--- src/rtl/text_ram_writer_if.sv ---
// Command handshake between a text source and the character-RAM writer.
// Fields are only meaningful on a cycle where cmd_valid && cmd_ready.
interface text_ram_writer_if #(
  parameter int DATA_W = 8,
  parameter int ROW_W  = 5,
  parameter int COL_W  = 7
);
  logic              cmd_valid;
  logic              cmd_ready;
  logic [1:0]        cmd_op;
  logic [DATA_W-1:0] cmd_data;
  logic [ROW_W-1:0]  cmd_row;
  logic [COL_W-1:0]  cmd_col;

  modport master (output cmd_valid, cmd_op, cmd_data, cmd_row, cmd_col, input cmd_ready);
  modport slave  (input cmd_valid, cmd_op, cmd_data, cmd_row, cmd_col, output cmd_ready);
endinterface

--- src/rtl/text_ram_writer.sv ---
// Command-driven writer for the text-overlay character RAM: put / set cursor /
// clear, with a row/column cursor and a registered single-cycle write port.
module text_ram_writer #(
  parameter int              COLS      = 80,
  parameter int              ROWS      = 25,
  parameter int              ADDR_W    = 11,
  parameter int              DATA_W    = 8,
  parameter logic [DATA_W-1:0] FILL_CHAR = 8'h20,
  parameter logic [DATA_W-1:0] NL_CHAR   = 8'h0A,
  localparam int             ROW_W     = $clog2(ROWS),
  localparam int             COL_W     = $clog2(COLS)
) (
  input  logic                clk,
  input  logic                rst_n,
  text_ram_writer_if.slave    cmd,
  output logic [ADDR_W-1:0]   addr,
  output logic [DATA_W-1:0]   din,
  output logic                ram_en,
  output logic [ROW_W-1:0]    cur_row,
  output logic [COL_W-1:0]    cur_col
);
  typedef enum logic {IDLE, CLEAR} state_t;
  typedef enum logic [1:0] {OP_PUT, OP_SET, OP_CLR, OP_NOP} op_t;

  localparam logic [ROW_W-1:0]  ROW_LAST  = ROW_W'(ROWS - 1);
  localparam logic [COL_W-1:0]  COL_LAST  = COL_W'(COLS - 1);
  localparam logic [ADDR_W-1:0] ADDR_LAST = ADDR_W'(COLS * ROWS - 1);

  state_t             state, state_d;
  logic [ADDR_W-1:0]  lin, lin_d;        // cur_row*COLS + cur_col, tracked incrementally
  logic [ADDR_W-1:0]  addr_d;
  logic [DATA_W-1:0]  din_d;
  logic               en_d;
  logic [ROW_W-1:0]   row_d;
  logic [COL_W-1:0]   col_d;
  logic               set_ok;

  assign cmd.cmd_ready = (state == IDLE);
  assign set_ok = ({1'b0, cmd.cmd_row} < (ROW_W+1)'(ROWS)) &&
                  ({1'b0, cmd.cmd_col} < (COL_W+1)'(COLS));

  always_ff @(posedge clk or negedge rst_n) begin
    if (!rst_n) begin
      state   <= IDLE;
      addr    <= '0;
      din     <= '0;
      ram_en  <= 1'b0;
      cur_row <= '0;
      cur_col <= '0;
      lin     <= '0;
    end else begin
      state   <= state_d;
      addr    <= addr_d;
      din     <= din_d;
      ram_en  <= en_d;
      cur_row <= row_d;
      cur_col <= col_d;
      lin     <= lin_d;
    end
  end

  always_comb begin
    state_d = state;
    addr_d  = addr;
    din_d   = din;
    en_d    = 1'b0;
    row_d   = cur_row;
    col_d   = cur_col;
    lin_d   = lin;
    case (state)
      IDLE: if (cmd.cmd_valid) begin
        case (op_t'(cmd.cmd_op))
          OP_PUT: begin
            // Both paths leave the cursor on the next cell; only the screen end wraps lin to 0.
            if (cmd.cmd_data != NL_CHAR) begin
              en_d   = 1'b1;
              addr_d = lin;
              din_d  = cmd.cmd_data;
              if (cur_col == COL_LAST) begin
                col_d = '0;
                if (cur_row == ROW_LAST) begin
                  row_d = '0;
                  lin_d = '0;
                end else begin
                  row_d = cur_row + ROW_W'(1);
                  lin_d = lin + ADDR_W'(1);
                end
              end else begin
                col_d = cur_col + COL_W'(1);
                lin_d = lin + ADDR_W'(1);
              end
            end else begin
              col_d = '0;
              if (cur_row == ROW_LAST) begin
                row_d = '0;
                lin_d = '0;
              end else begin
                row_d = cur_row + ROW_W'(1);
                lin_d = lin + ADDR_W'(COLS) - ADDR_W'(cur_col);
              end
            end
          end
          OP_SET: if (set_ok) begin
            row_d = cmd.cmd_row;
            col_d = cmd.cmd_col;
            lin_d = ADDR_W'(cmd.cmd_row) * ADDR_W'(COLS) + ADDR_W'(cmd.cmd_col);
          end
          OP_CLR: begin
            state_d = CLEAR;
            en_d    = 1'b1;
            addr_d  = '0;
            din_d   = FILL_CHAR;
          end
          default: ;
        endcase
      end
      CLEAR: begin
        // addr doubles as the fill counter; din already holds FILL_CHAR.
        if (addr == ADDR_LAST) begin
          state_d = IDLE;
          row_d   = '0;
          col_d   = '0;
          lin_d   = '0;
        end else begin
          en_d   = 1'b1;
          addr_d = addr + ADDR_W'(1);
        end
      end
      default: state_d = IDLE;
    endcase
  end
endmodule

--- src/flat_wrapper.sv ---
// flat-port wrapper written by rule: the top's interface ports become plain ports
module text_ram_writer_flat 
#(
  parameter int              COLS      = 80,
  parameter int              ROWS      = 25,
  parameter int              ADDR_W    = 11,
  parameter int              DATA_W    = 8,
  parameter logic [DATA_W-1:0] FILL_CHAR = 8'h20,
  parameter logic [DATA_W-1:0] NL_CHAR   = 8'h0A,
  localparam int             ROW_W     = $clog2(ROWS),
  localparam int             COL_W     = $clog2(COLS)
)
  (clk, rst_n, addr, din, ram_en, cur_row, cur_col, cmd_cmd_valid, cmd_cmd_op, cmd_cmd_data, cmd_cmd_row, cmd_cmd_col, cmd_cmd_ready);
  text_ram_writer_if #(.DATA_W(DATA_W), .ROW_W((5)), .COL_W(COL_W)) cmd_i ();
  input  logic clk;
  input  logic rst_n;
  output logic [ADDR_W-1:0] addr;
  output logic [DATA_W-1:0] din;
  output logic ram_en;
  output logic [ROW_W-1:0] cur_row;
  output logic [COL_W-1:0] cur_col;
  input wire logic [$bits(cmd_i.cmd_valid)-1:0] cmd_cmd_valid;
  input wire logic [$bits(cmd_i.cmd_op)-1:0] cmd_cmd_op;
  input wire logic [$bits(cmd_i.cmd_data)-1:0] cmd_cmd_data;
  input wire logic [$bits(cmd_i.cmd_row)-1:0] cmd_cmd_row;
  input wire logic [$bits(cmd_i.cmd_col)-1:0] cmd_cmd_col;
  output wire logic [$bits(cmd_i.cmd_ready)-1:0] cmd_cmd_ready;
  assign cmd_i.cmd_valid = cmd_cmd_valid;
  assign cmd_i.cmd_op = cmd_cmd_op;
  assign cmd_i.cmd_data = cmd_cmd_data;
  assign cmd_i.cmd_row = cmd_cmd_row;
  assign cmd_i.cmd_col = cmd_cmd_col;
  assign cmd_cmd_ready = cmd_i.cmd_ready;
  text_ram_writer #(.COLS(COLS), .ROWS(ROWS), .ADDR_W(ADDR_W), .DATA_W(DATA_W), .FILL_CHAR(FILL_CHAR), .NL_CHAR(NL_CHAR)) u_core (.clk(clk), .rst_n(rst_n), .cmd(cmd_i), .addr(addr), .din(din), .ram_en(ram_en), .cur_row(cur_row), .cur_col(cur_col));
endmodule
--- config.mk ---
export PLATFORM = sky130hd
export DESIGN_NAME = text_ram_writer_flat
export DESIGN_NICKNAME = d
export VERILOG_FILES = /design/src/rtl/text_ram_writer_if.sv /design/src/rtl/text_ram_writer.sv /design/src/flat_wrapper.sv
export SDC_FILE = /design/constraint.sdc
export NUM_CORES = 1
export LEC_CHECK = 0
export BUFFER_PORTS_ARGS = -buffer_cell sky130_fd_sc_hd__buf_2
export CAP_MARGIN = 20
export CORE_ASPECT_RATIO = 0.5
export CORE_MARGIN = 3
export CORE_UTILIZATION = 32
export DETAILED_ROUTE_END_ITERATION = 7
export PLACE_DENSITY = 0.6
export SLEW_MARGIN = 10
export SYNTH_ARGS = -nofsm -noshare
export SYNTH_HDL_FRONTEND = slang
export SYNTH_SLANG_ARGS = --single-unit
--- constraint.sdc ---
create_clock -name clk -period 3.16 [get_ports clk]
set_input_delay 0.158 -clock clk [delete_from_list [all_inputs] [get_ports clk]]
set_output_delay 0.158 -clock clk [all_outputs]
set_load 0.05 [all_outputs]
; After elaboration in Yosys (flattened, before gate mapping)
; Index checks and enable logic that the tools add are counted.
; W data, S select, Z words.
[totals]
regBits = 44
in_bits = 25
output_inout_bits = 33
word_cells = 79
[op_classes]
addsub = 7
mul = 1
n_lt_le_gt_ge = 2
n_eq_ne = 15
n_mux = 39
n_bitwise = 1
n_reduce_logical = 7
[ops]
columns = operator, n
row1 = $mux W11, 10
row2 = $pmux W11 S2, 4
row3 = $mux W7, 5
row4 = $mux W5, 6
row5 = $pmux W7 S2, 2
row6 = $add A11 B1 Y11 const B, 2
row7 = $pmux W5 S2, 2
row8 = $pmux W8 S2, 1
row9 = $reduce_and A4 Y1, 3
row10 = $add A11 B7 Y11, 1
row11 = $add A11 B7 Y11 const B, 1
row12 = $eq A11 B11 Y1 const B, 1
row13 = $sub A11 B7 Y11, 1
row14 = $mux W8, 1
row15 = $ne A8 B4 Y1 const B, 1
row16 = $add A7 B1 Y7 const B, 1
row17 = $eq A7 B7 Y1 const B, 1
row18 = $lt A7 B7 Y1 const B, 1
row19 = $mul A5 B3 Y7 const B, 1
row20 = $ne A2 B2 Y1 const B, 3
row21 = $ne A3 B1 Y1 const B, 2
row22 = $ne A3 B2 Y1 const B, 2
row23 = $pmux W1 S2, 3
row24 = $add A5 B1 Y5 const B, 1
row25 = 12 further kinds, 16

; Depth between registers and ports, before layout
; Gate-level depths: netlist of the first run.
[depth]
ltp_word = 7
depth_mapped = 12
depth_no_buf = 12

; Worst setup path after synthesis of the first run
; No wires, ideal clock.
[synth_path]
kind = register to register
startpoint = register u_core.cur_col[1]
endpoint = register u_core.lin[9]
setup_ns = 0.132
arrival_ns = 2.615
required_time_ns = 3.028
setup_slack_ns = 0.413
stages_incl_launch_ff = 12
n_path_buf = 0
synth_period_minus_slack_ns = 2.747
path_cell_list = dfrtp_1 -> inv_1 -> ha_1 -> ha_1 -> inv_1 -> fa_1 -> nand2b_1 -> a21oi_1 -> o221ai_1 -> xnor2_1 -> a221oi_1 -> o21ai_0
[synth_between]
elab_chain_len = 6
word_cells_on_any_way = 8
cone_classes = 1 x add/sub / 1 x eq/ne / 6 x mux
[synth_lines]
columns = element, line_no
row1 = start: declaration, text_ram_writer.sv:20  ; output logic [COL_W-1:0] cur_col
row2 = start signal: assignment, text_ram_writer.sv:57  ; cur_col <= col_d;
row3 = $sub A11 B7 Y11 or $eq A7 B7 Y1 (tied branches), "text_ram_writer.sv:99, text_ram_writer.sv:79"
row4 = $mux W11 (on tied branches), "text_ram_writer.sv:94, text_ram_writer.sv:79"
row5 = $mux W11 (*), text_ram_writer.sv:75  ; if (cmd.cmd_data != NL_CHAR) begin
row6 = $pmux W11 S2 (*), text_ram_writer.sv:72  ; case (op_t'(cmd.cmd_op))
row7 = $mux W11 (*), text_ram_writer.sv:71  ; IDLE: if (cmd.cmd_valid) begin
row8 = $pmux W11 S2 (*), text_ram_writer.sv:70  ; case (state)
row9 = end signal: assignment, text_ram_writer.sv:58  ; lin <= lin_d;
row10 = end: declaration, text_ram_writer.sv:30  ; logic [ADDR_W-1:0] lin, lin_d;
; Mark *: on every way between the ends. The rest lies on a longest branch, timed or not. The select of a mux whose other input is x is not followed.
; A chain may end at the register's enable or synchronous reset.

; Worst setup path after layout of the first run
[layout_path]
startpoint = register u_core.lin[0]
endpoint = register u_core.lin[9]
[layout_between]
elab_chain_len = 7
word_cells_on_any_way = 10
cone_classes = 3 x add/sub / 7 x mux
[layout_lines]
columns = element, line_no
row1 = $add A11 B7 Y11 or $add A11 B1 Y11 (tied branches), "text_ram_writer.sv:99, text_ram_writer.sv:86, text_ram_writer.sv:90"
row2 = $sub A11 B7 Y11 or $mux W11 (tied branches), "text_ram_writer.sv:99, text_ram_writer.sv:81"
row3 = $mux W11 (on tied branches), "text_ram_writer.sv:94, text_ram_writer.sv:79"
row4 = $mux W11 (*), text_ram_writer.sv:75
row5 = $pmux W11 S2 (*), text_ram_writer.sv:72
row6 = $mux W11 (*), text_ram_writer.sv:71
row7 = $pmux W11 S2 (*), text_ram_writer.sv:70
; Marks and branches as above.

==> impl_metrics.env, run 1 <==
export IMPL_clk_latency_ns=0.30
export IMPL_yosysSeqAreaShare_pct=30.6
export IMPL_die_h_microns=81.0
export IMPL_p_switching_mw=2.16
export IMPL_rows=26
export IMPL_slew_viol_final=0
export IMPL_hold_viol_final=0
export IMPL_wirelength_microns=9910
export IMPL_h_tree_depth=2
export IMPL_drc=0
export IMPL_crit_required_ns=3.34
export IMPL_area_growth_pct=16.1
export IMPL_async_flop_share_pct=100
export IMPL_rr_startpoint="u_core.lin[0]"
export IMPL_p_int_mw=2.07
export IMPL_cp_end_kind="flop"
export IMPL_cp_slowest_cell="dfrtp_1"
export IMPL_worstSetupStartpoint="u_core.lin[0]"
export IMPL_viasPerCell=5.35
export IMPL_synthCells=420
export IMPL_finClkSkew_ns=0.00874
export IMPL_grt_overflow=0
export IMPL_place_port_buffers=57
export IMPL_fin_crit_sh_pct=84.1
export IMPL_synth_flop_cell="dfrtp_1"
export IMPL_syn_num_nets=480
export IMPL_ys_types=55
export IMPL_hold_path_class="input port to flop"
export IMPL_rsz0062_at_grt="no"
export IMPL_crit_fanout=7
export IMPL_p_leak_nw=1.90
export IMPL_die_w_microns=156
export IMPL_holdPathStages=3
export IMPL_crit_top_cell="inv_1"
export IMPL_grt_use_total_pct=16.1
export IMPL_clkSlewWorstSetupHoldPaths_ns=0.07
export IMPL_wl_per_cell_microns=16.1
export IMPL_layout_common_cells="buf_2 (57), nand2_1 (47), o21ai_0 (44), dfrtp_1 (44), ha_1 (32)"
export IMPL_worstReg2RegEnd="u_core.lin[9]"
export IMPL_firstDrtPassIters=5
export IMPL_path_cells="inv_1 > ha_1 > inv_1 > ha_1 > inv_1 > fa_1 > nand2b_1 > a21oi_1 > o221ai_1 > xnor2_1 > a221oi_1 > o21ai_0"
export IMPL_relSlewSlack_pct=48.2
export IMPL_setup_worst_path_class="flop to flop"
export IMPL_worstPathArrival_ns=2.84
export IMPL_power_frac_comb_pct=58.2
export IMPL_drtIter0Drc=251
export IMPL_cts_root_buf="clkbuf_16"
export IMPL_min_period_ns=2.66
export IMPL_avgSynthCellArea_sq_um=8.57
export IMPL_gp_congestion=0.836
export IMPL_nets=533
export IMPL_tightest_slew_ns=0.777
export IMPL_rrSetupSlack_ns=0.50
export IMPL_drive_gt1_share_pct=19.2
export IMPL_grt_pass1_vias=3149
export IMPL_fmax_mhz=376
export IMPL_seqPwrFrac_pct=26.6
export IMPL_clkSinkCount=44
export IMPL_cts_tree="built"
export IMPL_endpoint="u_core.lin[9]"
export IMPL_slowest_delay_ns=0.49
export IMPL_cts_setup_buffers=0
export IMPL_start_kind="flop"
export IMPL_cts_made_buffers=5
export IMPL_layout_commonest_cell="buf_2"
export IMPL_status="finished clean"
export IMPL_design_power_total_mw=4.23
export IMPL_setup_viol=0
export IMPL_io_pins=58
export IMPL_ant_nets=0
export IMPL_peakVddDrop_v=0.000261
export IMPL_placed_cell_area_sq_um=3980
export IMPL_dp_hpwl_microns=7350
export IMPL_cts_hold_buffers_added=1
export IMPL_fin_area_sq_um=4180
export IMPL_rr_worst_depth=12
export IMPL_maxCapViolCount=0
export IMPL_swShare_pct=51.1
export IMPL_powerDensity_nw_per_um2=1010
export IMPL_dieArea_sq_um=12600
export IMPL_diodes=0
export IMPL_syn_cell_area_sq_um=3600
export IMPL_fill_cells=1062
export IMPL_synth_edff_count=0
export IMPL_antenna_found_initial=1
export IMPL_finalSetupTns_ns=0
export IMPL_vias=3285
export IMPL_ctsResizeCount=0
export IMPL_synth_seq_cells=44
export IMPL_p_clk_share_pct=15.2
export IMPL_yosys_warnings=0
export IMPL_grt_max_degree=29
export IMPL_grt_pass1_wl_microns=16200
export IMPL_core_sq_um=10600
export IMPL_clockBufferDepth=2
export IMPL_initial_core_util_pct=34.0
area by class of cell:
cell class	count	area, sq um	area share, %
sequential	44	1100	26.3
inverter	27	101	2.42
clock inverter	3	46.3	1.11
multi-input combinational	331	2280	54.6
clock buffer	5	125	2.99
tap	140	175	4.19
timing repair buffer	64	348	8.32
flip-flops by register name, summed over array words and instances (netlist names):
register	flops
u_core.cur_col	7
u_core.din	8
u_core.addr	11
u_core.state	1
u_core.cur_row	5
u_core.lin	11
u_core.ram_en	1
per-stage QoR:
| stage | std cells | hold WS [ns] | setup slack [ns] | utilization, % |
|---|---|---|---|---|
| 2_1_floorplan | 420 | -0.138 | 0.413 | - |
| 3_3_place_gp | 604 | 0.213 | 0.605 | 37.7 |
| 3_5_place_dp | 604 | 0.215 | 0.506 | 37.7 |
| 4_1_cts | 613 | 0.109 | 0.488 | 39.4 |
| 5_1_grt | 614 | 0.123 | 0.197 | 39.5 |
| 6_report | 614 | 0.109 | 0.502 | 39.5 |
critical path, delay by kind of cell, from the launching register on:
kind | cells | cell delay, ns
buffers and inverters | 3 | 0.19
and+or+nand+nor | 1 | 0.19
AOI/OAI and AO/OA | 4 | 0.80
adders and majority gates | 3 | 0.73
DFF | 1 | 0.49
xor gates and xnor gates | 1 | 0.15
per-layer routing:
metal / vias to the layer above / global-route usage, % / wire, microns
li1: 1627 / - / -
met1: 1542 / 22.8 / 4940
met2: 92 / 24.0 / 4050
met3: 22 / 5.38 / 732
met4: 2 / 3.52 / 180
met5: - / 0 / 12
kinds of logic (layout without fill, tap and decap cells):
group           after synthesis  count (layout)  share of synthesized area, %
fa+ha+maj                    35              35                          12.8
flops                        44              44                          30.6
compound gates              132             132                          24.5
simple gates                137             137                          19.6
xor+xnor                     27              27                          6.57
buf+inv                      45              99                          5.98
worst min path at each step:
| stage | start | end | slack (ns) |
|---|---|---|---|
| final | cmd_cmd_data[2] | u_core.din[2] | 0.11 |
| after global routing | cmd_cmd_data[6] | u_core.din[6] | 0.12 |
| after CTS | cmd_cmd_data[2] | u_core.din[2] | 0.11 |
| after detailed placement | rst_n | u_core.cur_col[2] | 0.22 |
| after global placement | rst_n | u_core.cur_col[2] | 0.21 |
| after floorplan | rst_n | u_core.addr[0] | -0.14 |
power by group through the flow:
stage	registers [mW]	clock network (mW)	logic (mW)
floorplan	1.63	0	1.42
global route	1.17	0.678	2.74
detailed placement	1.12	0	2.45
CTS	1.11	0.648	2.46
finish	1.12	0.644	2.46
global placement	1.12	0	2.43
synthesized netlist by cell type (3+ instances only):
master / count / share of area (%)
a211oi_1: 9 / 1.9
a21o_1: 4 / 0.83
a21oi_1: 25 / 3.5
a221oi_1: 3 / 0.73
a221oi_2: 3 / 1.3
a22o_1: 8 / 1.9
a31oi_1: 6 / 1.0
and3_1: 10 / 1.7
buf_6: 6 / 1.9
clkbuf_1: 11 / 1.1
dfrtp_1: 44 / 31
fa_1: 3 / 1.7
ha_1: 32 / 11
inv_1: 27 / 2.8
nand2_1: 47 / 4.9
nand2b_1: 6 / 1.0
nand3_1: 14 / 1.9
nand3_2: 3 / 0.83
nor2_1: 25 / 2.6
nor2b_1: 3 / 0.52
nor3_1: 12 / 1.7
o21ai_0: 44 / 6.1
o21ai_1: 4 / 0.56
o21ai_2: 3 / 0.73
o221ai_1: 4 / 0.97
o31ai_1: 6 / 1.3
xnor2_1: 21 / 5.1
xor2_1: 6 / 1.5
No activity file was read; power rests on OpenSTA's default activity.
==> run 2, diff against run 1 <==
ABC_AREA = 1   (was unset)
clock period = 2.5 ns   (was 3.16 ns; I/O delays follow)
==> impl_metrics.env, run 2 <==
export IMPL_cp_num_buf_inv=2
export IMPL_dieArea_sq_um=13600
export IMPL_p_int_mw=1.35
export IMPL_clkSlewWorstSetupHoldPaths_ns=0.07
export IMPL_wirelength_microns=11100
export IMPL_seqPwrFrac_pct=39.4
export IMPL_crit_fanout=5
export IMPL_drive_gt1_share_pct=15.9
export IMPL_clockBufferDepth=2
export IMPL_start_kind="flop"
export IMPL_netlist_top_cells_count="nand2_1 (171), inv_1 (73), nand3_1 (69)"
export IMPL_antenna_found_initial=0
export IMPL_maxCapViolCount=0
export IMPL_firstDrtPassIters=5
export IMPL_relSlewSlack_pct=53.9
export IMPL_worstPathArrival_ns=2.41
export IMPL_finClkSkew_ns=0.00661
export IMPL_fin_crit_sh_pct=89.3
export IMPL_crit_required_ns=2.68
export IMPL_hold_path_class="input port to flop"
export IMPL_fmax_mhz=448
export IMPL_setup_worst_path_class="flop to flop"
export IMPL_avgSynthCellArea_sq_um=6.64
export IMPL_min_period_ns=2.23
export IMPL_path_cells="ha_1 > ha_1 > inv_1 > fa_1 > inv_1 > nand3_1 > nand3_1 > nand2_1 > nand2_1 > nand2_1 > nand3_1 > nand3_1 > nand2_1 > nand2_1"
export IMPL_timing_final_ws_setup_ns=0.269
export IMPL_wl_per_cell_microns=13.7
export IMPL_slowest_delay_ns=0.45
export IMPL_core_sq_um=11400
export IMPL_grt_pass1_vias=3607
export IMPL_clk_latency_ns=0.29
export IMPL_yosys_warnings=0
export IMPL_synthCells=586
export IMPL_syn_num_nets=646
export IMPL_die_h_microns=84.0
export IMPL_cts_made_buffers=5
export IMPL_hold_viol_final=0
export IMPL_gp_congestion=0.894
export IMPL_yosysSeqAreaShare_pct=28.3
export IMPL_async_flop_share_pct=100
export IMPL_status="finished clean"
export IMPL_synth_most_common_cell="nand2_1"
export IMPL_fill_cells=1274
export IMPL_p_switching_mw=0.552
export IMPL_cp_end_kind="flop"
export IMPL_p_leak_nw=2.47
export IMPL_grt_overflow=0
export IMPL_power_frac_comb_pct=18.6
export IMPL_io_pins=58
export IMPL_vias=3934
export IMPL_grt_use_total_pct=16.5
export IMPL_syn_cell_area_sq_um=3890
export IMPL_drtIter0Drc=250
export IMPL_setup_viol=0
export IMPL_synth_largest_area_cell="dfrtp_1"
export IMPL_drc=0
export IMPL_ant_nets=0
export IMPL_yosys_area_top_type_share_pct=28.3
export IMPL_path_delay_family="adder cells"
export IMPL_p_clk_share_pct=42.0
export IMPL_dp_hpwl_microns=8590
export IMPL_h_tree_depth=2
export IMPL_cts_tree="built"
export IMPL_diodes=0
export IMPL_crit_top_cell="nand2_1"
export IMPL_grt_max_degree=38
export IMPL_swShare_pct=29.0
export IMPL_synth_area_leaders="dfrtp_1 (28%), nand2_1 (16%), ha_1 (10%), nand3_1 (8.9%), inv_1 (7.0%)"
export IMPL_nets=707
export IMPL_clkSinkCount=44
export IMPL_cp_slowest_cell="dfrtp_1"
export IMPL_die_w_microns=162
export IMPL_place_port_buffers=57
export IMPL_ys_types=36
export IMPL_synth_seq_cells=44
export IMPL_peakVddDrop_v=0.000261
export IMPL_finalSetupTns_ns=0
export IMPL_cts_root_buf="clkbuf_16"
export IMPL_slew_viol_final=0
export IMPL_pre_cts_slack_ns=0.221
export IMPL_powerDensity_nw_per_um2=418
export IMPL_synth_flop_cell="dfrtp_1"
export IMPL_top_regs="u_core.addr: 11 flops, u_core.lin: 11 flops, u_core.din: 8 flops"
export IMPL_tightest_slew_ns=0.689
export IMPL_area_growth_pct=16.8
export IMPL_rsz0062_at_grt="no"
export IMPL_synth_edff_count=0
export IMPL_rows=27
export IMPL_layout_commonest_cell="nand2_1"
export IMPL_layout_common_cells="nand2_1 (171), inv_1 (73), nand3_1 (69), nor2_1 (57), buf_2 (57)"
export IMPL_viasPerCell=4.87
export IMPL_grt_pass1_wl_microns=18300
export IMPL_initial_core_util_pct=34.1
-- run 2: cell count changes after synthesis, sizes merged, moves of 7 or more --
| cell | before | now |
|---|---|---|
| a211oi | 9 | 0 |
| inv | 27 | 77 |
| nand3 | 17 | 69 |
| a22o | 8 | 0 |
| xnor2 | 21 | 5 |
| o21ai | 51 | 44 |
| clkbuf | 11 | 3 |
| nor3 | 12 | 3 |
| nor2 | 25 | 60 |
| and3 | 12 | 0 |
| nand4 | 2 | 9 |
| nand2 | 47 | 178 |
-- run 2: final timing paths --
path	startpoint	endpoint	slack [ns]	cells after the start
max in group asynchronous	rst_n	u_core.din[5]	1.42	3
worst max register to register	u_core.lin[1]	u_core.lin[9]	0.27	14
worst min register to register	u_core.din[7]	u_core.din[7]	0.47	2
min in group asynchronous	rst_n	u_core.cur_col[2]	0.34	2
worst min-delay path	cmd_cmd_data[3]	u_core.din[3]	0.11	3
worst max-delay path	u_core.lin[1]	u_core.lin[9]	0.27	14
-- run 2: power by group through the flow --
stage	logic (mW)	registers (mW)	clock network, mW
2_1_floorplan	0.202	0.796	0
3_3_place_gp	0.346	0.761	0
3_5_place_dp	0.350	0.762	0
4_1_cts	0.354	0.748	0.816
5_1_grt	0.403	0.752	0.841
6_report	0.354	0.749	0.799
-- run 2: tightest hold or removal path, stage by stage --
cell and delay (ns):
buf_2 0.10, inv_1 0.06, o31ai_1 0.07
-- run 2: area by class of cell --
type / instances / area (sq um) / area share, %
multi-input cells: 451 / 2410 / 53.1
clock buffers: 6 / 139 / 3.06
clock inverters: 2 / 38.8 / 0.853
repair buffers: 66 / 355 / 7.82
well taps: 159 / 199 / 4.38
flip-flops and latches: 44 / 1100 / 24.3
inverters: 79 / 298 / 6.55
-- run 2: timing repair --
item                                    4_1_cts  5_1_grt
hold buffers                                  1        0
hold endpoints to repair                     18        0
endpoints found under the setup margin        0        1
setup buffers                                 0        2
gates resized for setup                       0        2
-- run 2: through the flow --
stage / cell area, sq um / cells / utilization (%) / hold slack [ns] / power [mW]
5_1_grt: 4550 / 807 / 39.8 / 0.126 / 2.00
3_3_place_gp: 4340 / 796 / 38.0 / 0.107 / 1.11
4_1_cts: 4530 / 805 / 39.7 / 0.104 / 1.92
3_5_place_dp: 4340 / 796 / 38.0 / 0.110 / 1.11
6_report: 4550 / 807 / 39.8 / 0.107 / 1.90
2_1_floorplan: 3890 / 586 / - / -0.171 / 0.997
-- run 2: cell families (layout without fill, tap and decap cells) --
group	after synthesis	after routing	synth area share (%)
and+or+nand+nor	327	327	36.4
buffers and inverters	91	153	9.74
AOI/OAI and AO/OA	77	77	11.1
DFF	44	44	28.3
adders and majority gates	35	35	11.8
xor gates and xnor gates	12	12	2.70
-- run 2: layer usage --
metal  share of wire [%]  vias to the layer above  global-route usage [%]  routed length [microns]
met5                   0                        -                       0                        0
met4                 1.2                        0                    3.41                      130
met3                 4.5                       12                    2.48                      502
met2                  45                       88                    26.5                     4950
met1                  50                     1820                    23.4                     5510
li1                    -                     2014                       -                        -
==> run 3, diff against run 2 <==
CELL_PAD_IN_SITES_DETAIL_PLACEMENT = 1   (was unset)
CELL_PAD_IN_SITES_GLOBAL_PLACEMENT = 2   (was unset)
PLACE_DENSITY = 0.92   (was 0.6)
==> impl_metrics.env, run 3 (synthesis gave the netlist of run 2 again) <==
export IMPL_rr_startpoint="u_core.lin[4]"
export IMPL_hold_path_class="input port to flop"
export IMPL_layout_commonest_cell="nand2_1"
export IMPL_wirelength_microns=13400
export IMPL_cp_num_buf_inv=2
export IMPL_start_kind="flop"
export IMPL_grt_max_degree=33
export IMPL_p_clk_share_pct=41.5
export IMPL_grt_overflow=0
export IMPL_multi_input_area_sq_um=2420
export IMPL_cts_made_buffers=5
export IMPL_firstDrtPassIters=4
export IMPL_path_cells="inv_1 > ha_1 > inv_1 > ha_1 > nand2_1 > nand3_2 > or2_2 > nand3_1 > nand3_1 > nand2_1 > o21ai_0"
export IMPL_clockBufferDepth=2
export IMPL_die_w_microns=162
export IMPL_diodes=0
export IMPL_dieArea_sq_um=13600
export IMPL_h_tree_depth=2
export IMPL_p_int_mw=1.33
export IMPL_grt_use_total_pct=19.9
export IMPL_fill_cells=1542
export IMPL_viasPerCell=5.00
export IMPL_pre_cts_slack_ns=0.200
export IMPL_path_delay_family="simple AND/OR/NAND/NOR gates"
export IMPL_cp_slowest_cell="dfrtp_1"
export IMPL_p_leak_nw=2.48
export IMPL_initial_core_util_pct=34.1
export IMPL_design_power_total_mw=1.91
export IMPL_grt_pass1_wl_microns=21900
export IMPL_clkSinkCount=44
export IMPL_dp_hpwl_microns=10600
export IMPL_min_period_ns=2.27
export IMPL_wl_per_cell_microns=16.5
export IMPL_worstPathArrival_ns=2.43
export IMPL_antenna_found_initial=0
export IMPL_worstSetupStartpoint="u_core.lin[4]"
export IMPL_crit_required_ns=2.67
export IMPL_core_sq_um=11400
export IMPL_io_pins=58
export IMPL_power_frac_comb_pct=19.3
export IMPL_fin_crit_sh_pct=90.6
export IMPL_swShare_pct=30.4
export IMPL_setup_viol=0
export IMPL_vias=4050
export IMPL_maxCapViolCount=0
export IMPL_hold_viol_final=0
export IMPL_drc=0
export IMPL_status="finished clean"
export IMPL_area_growth_pct=17.3
export IMPL_clk_latency_ns=0.30
export IMPL_cp_end_kind="flop"
export IMPL_p_switching_mw=0.580
export IMPL_relSlewSlack_pct=45.1
export IMPL_drive_gt1_share_pct=16.3
export IMPL_seqPwrFrac_pct=39.2
export IMPL_finalSetupTns_ns=0
export IMPL_gp_congestion=0.867
export IMPL_final_cell_count_no_fill=810
export IMPL_layout_common_cells="nand2_1 (171), inv_1 (73), nand3_1 (68), nor2_1 (57), buf_2 (57)"
export IMPL_clkSlewWorstSetupHoldPaths_ns=0.07
export IMPL_slowest_delay_ns=0.45
export IMPL_cts_root_buf="clkbuf_16"
export IMPL_timing_final_ws_setup_ns=0.235
export IMPL_powerDensity_nw_per_um2=418
export IMPL_setup_worst_path_class="flop to flop"
export IMPL_fmax_mhz=441
export IMPL_ant_nets=0
export IMPL_slew_viol_final=0
export IMPL_rsz0062_at_grt="no"
export IMPL_utilization_pct=40.0
export IMPL_placed_cells=800
export IMPL_drtIter0Drc=223
export IMPL_grt_pass1_vias=4054
export IMPL_die_h_microns=84.0
export IMPL_cts_tree="built"
export IMPL_worstHoldStart="cmd_cmd_data[7]"
export IMPL_top_regs="u_core.addr: 11 flops, u_core.lin: 11 flops, u_core.din: 8 flops"
export IMPL_nets=710
export IMPL_tightest_slew_ns=0.824
export IMPL_finClkSkew_ns=0.00473
export IMPL_rows=27
export IMPL_seq_area_sq_um=1100
export IMPL_place_port_buffers=57
export IMPL_crit_fanout=5
export IMPL_peakVddDrop_v=0.000209
[run 3: layout make-up]
type,instances,area share (%)
Clock inverter,3,1.01
Multi-Input combinational cell,451,53.0
Timing Repair Buffer,69,8.27
Tap cell,159,4.36
Inverter,79,6.52
Clock buffer,5,2.74
Sequential cell,44,24.1
[run 3: repair_timing]
| action | CTS | global route |
|---|---|---|
| gates resized for setup | 0 | 2 |
| setup endpoints to repair | 0 | 1 |
| hold endpoints to repair | 30 | 0 |
| buffers inserted | 0 | 1 |
| hold buffers | 1 | 0 |
[run 3: path summary, 6_finish.rpt]
| check | endpoint | slack, ns | cells past startpoint |
|---|---|---|---|
| setup reg to reg | u_core.lin[5] | 0.23 | 11 |
| max in group asynchronous | u_core.lin[0] | 1.41 | 3 |
| hold / removal | u_core.din[7] | 0.09 | 3 |
| hold reg to reg | u_core.din[4] | 0.49 | 2 |
| min in group asynchronous | u_core.lin[10] | 0.46 | 2 |
| setup / recovery | u_core.lin[5] | 0.23 | 11 |
[run 3: power groups by stage]
stage	clock (mW)	sequential, mW	combinational, mW
floorplan	0	0.796	0.202
global placement	0	0.761	0.355
detailed placement	0	0.762	0.366
CTS	0.807	0.748	0.370
global route	0.840	0.752	0.416
finish	0.792	0.748	0.368
[run 3: tightest hold or removal path, stage by stage]
cell and delay (ns):
buf_2 0.09, inv_1 0.06, o31ai_1 0.07
[run 3: per-layer routing]
metal / part of all wire, % / track usage [%] / vias up
met5: 0 / 0 / -
met2: 45 / 31.9 / 76
li1: - / - / 2022
met1: 49 / 28.6 / 1941
met4: 0.97 / 3.33 / 0
met3: 5.0 / 3.02 / 11
[run 3: per-stage QoR]
stage                     instance area (sq um)  hold WS [ns]
final                                      4570        0.0926
after global routing                       4570         0.117
after CTS                                  4550        0.0913
after detailed placement                   4370         0.286
after global placement                     4370         0.280
after floorplan                            3890        -0.171
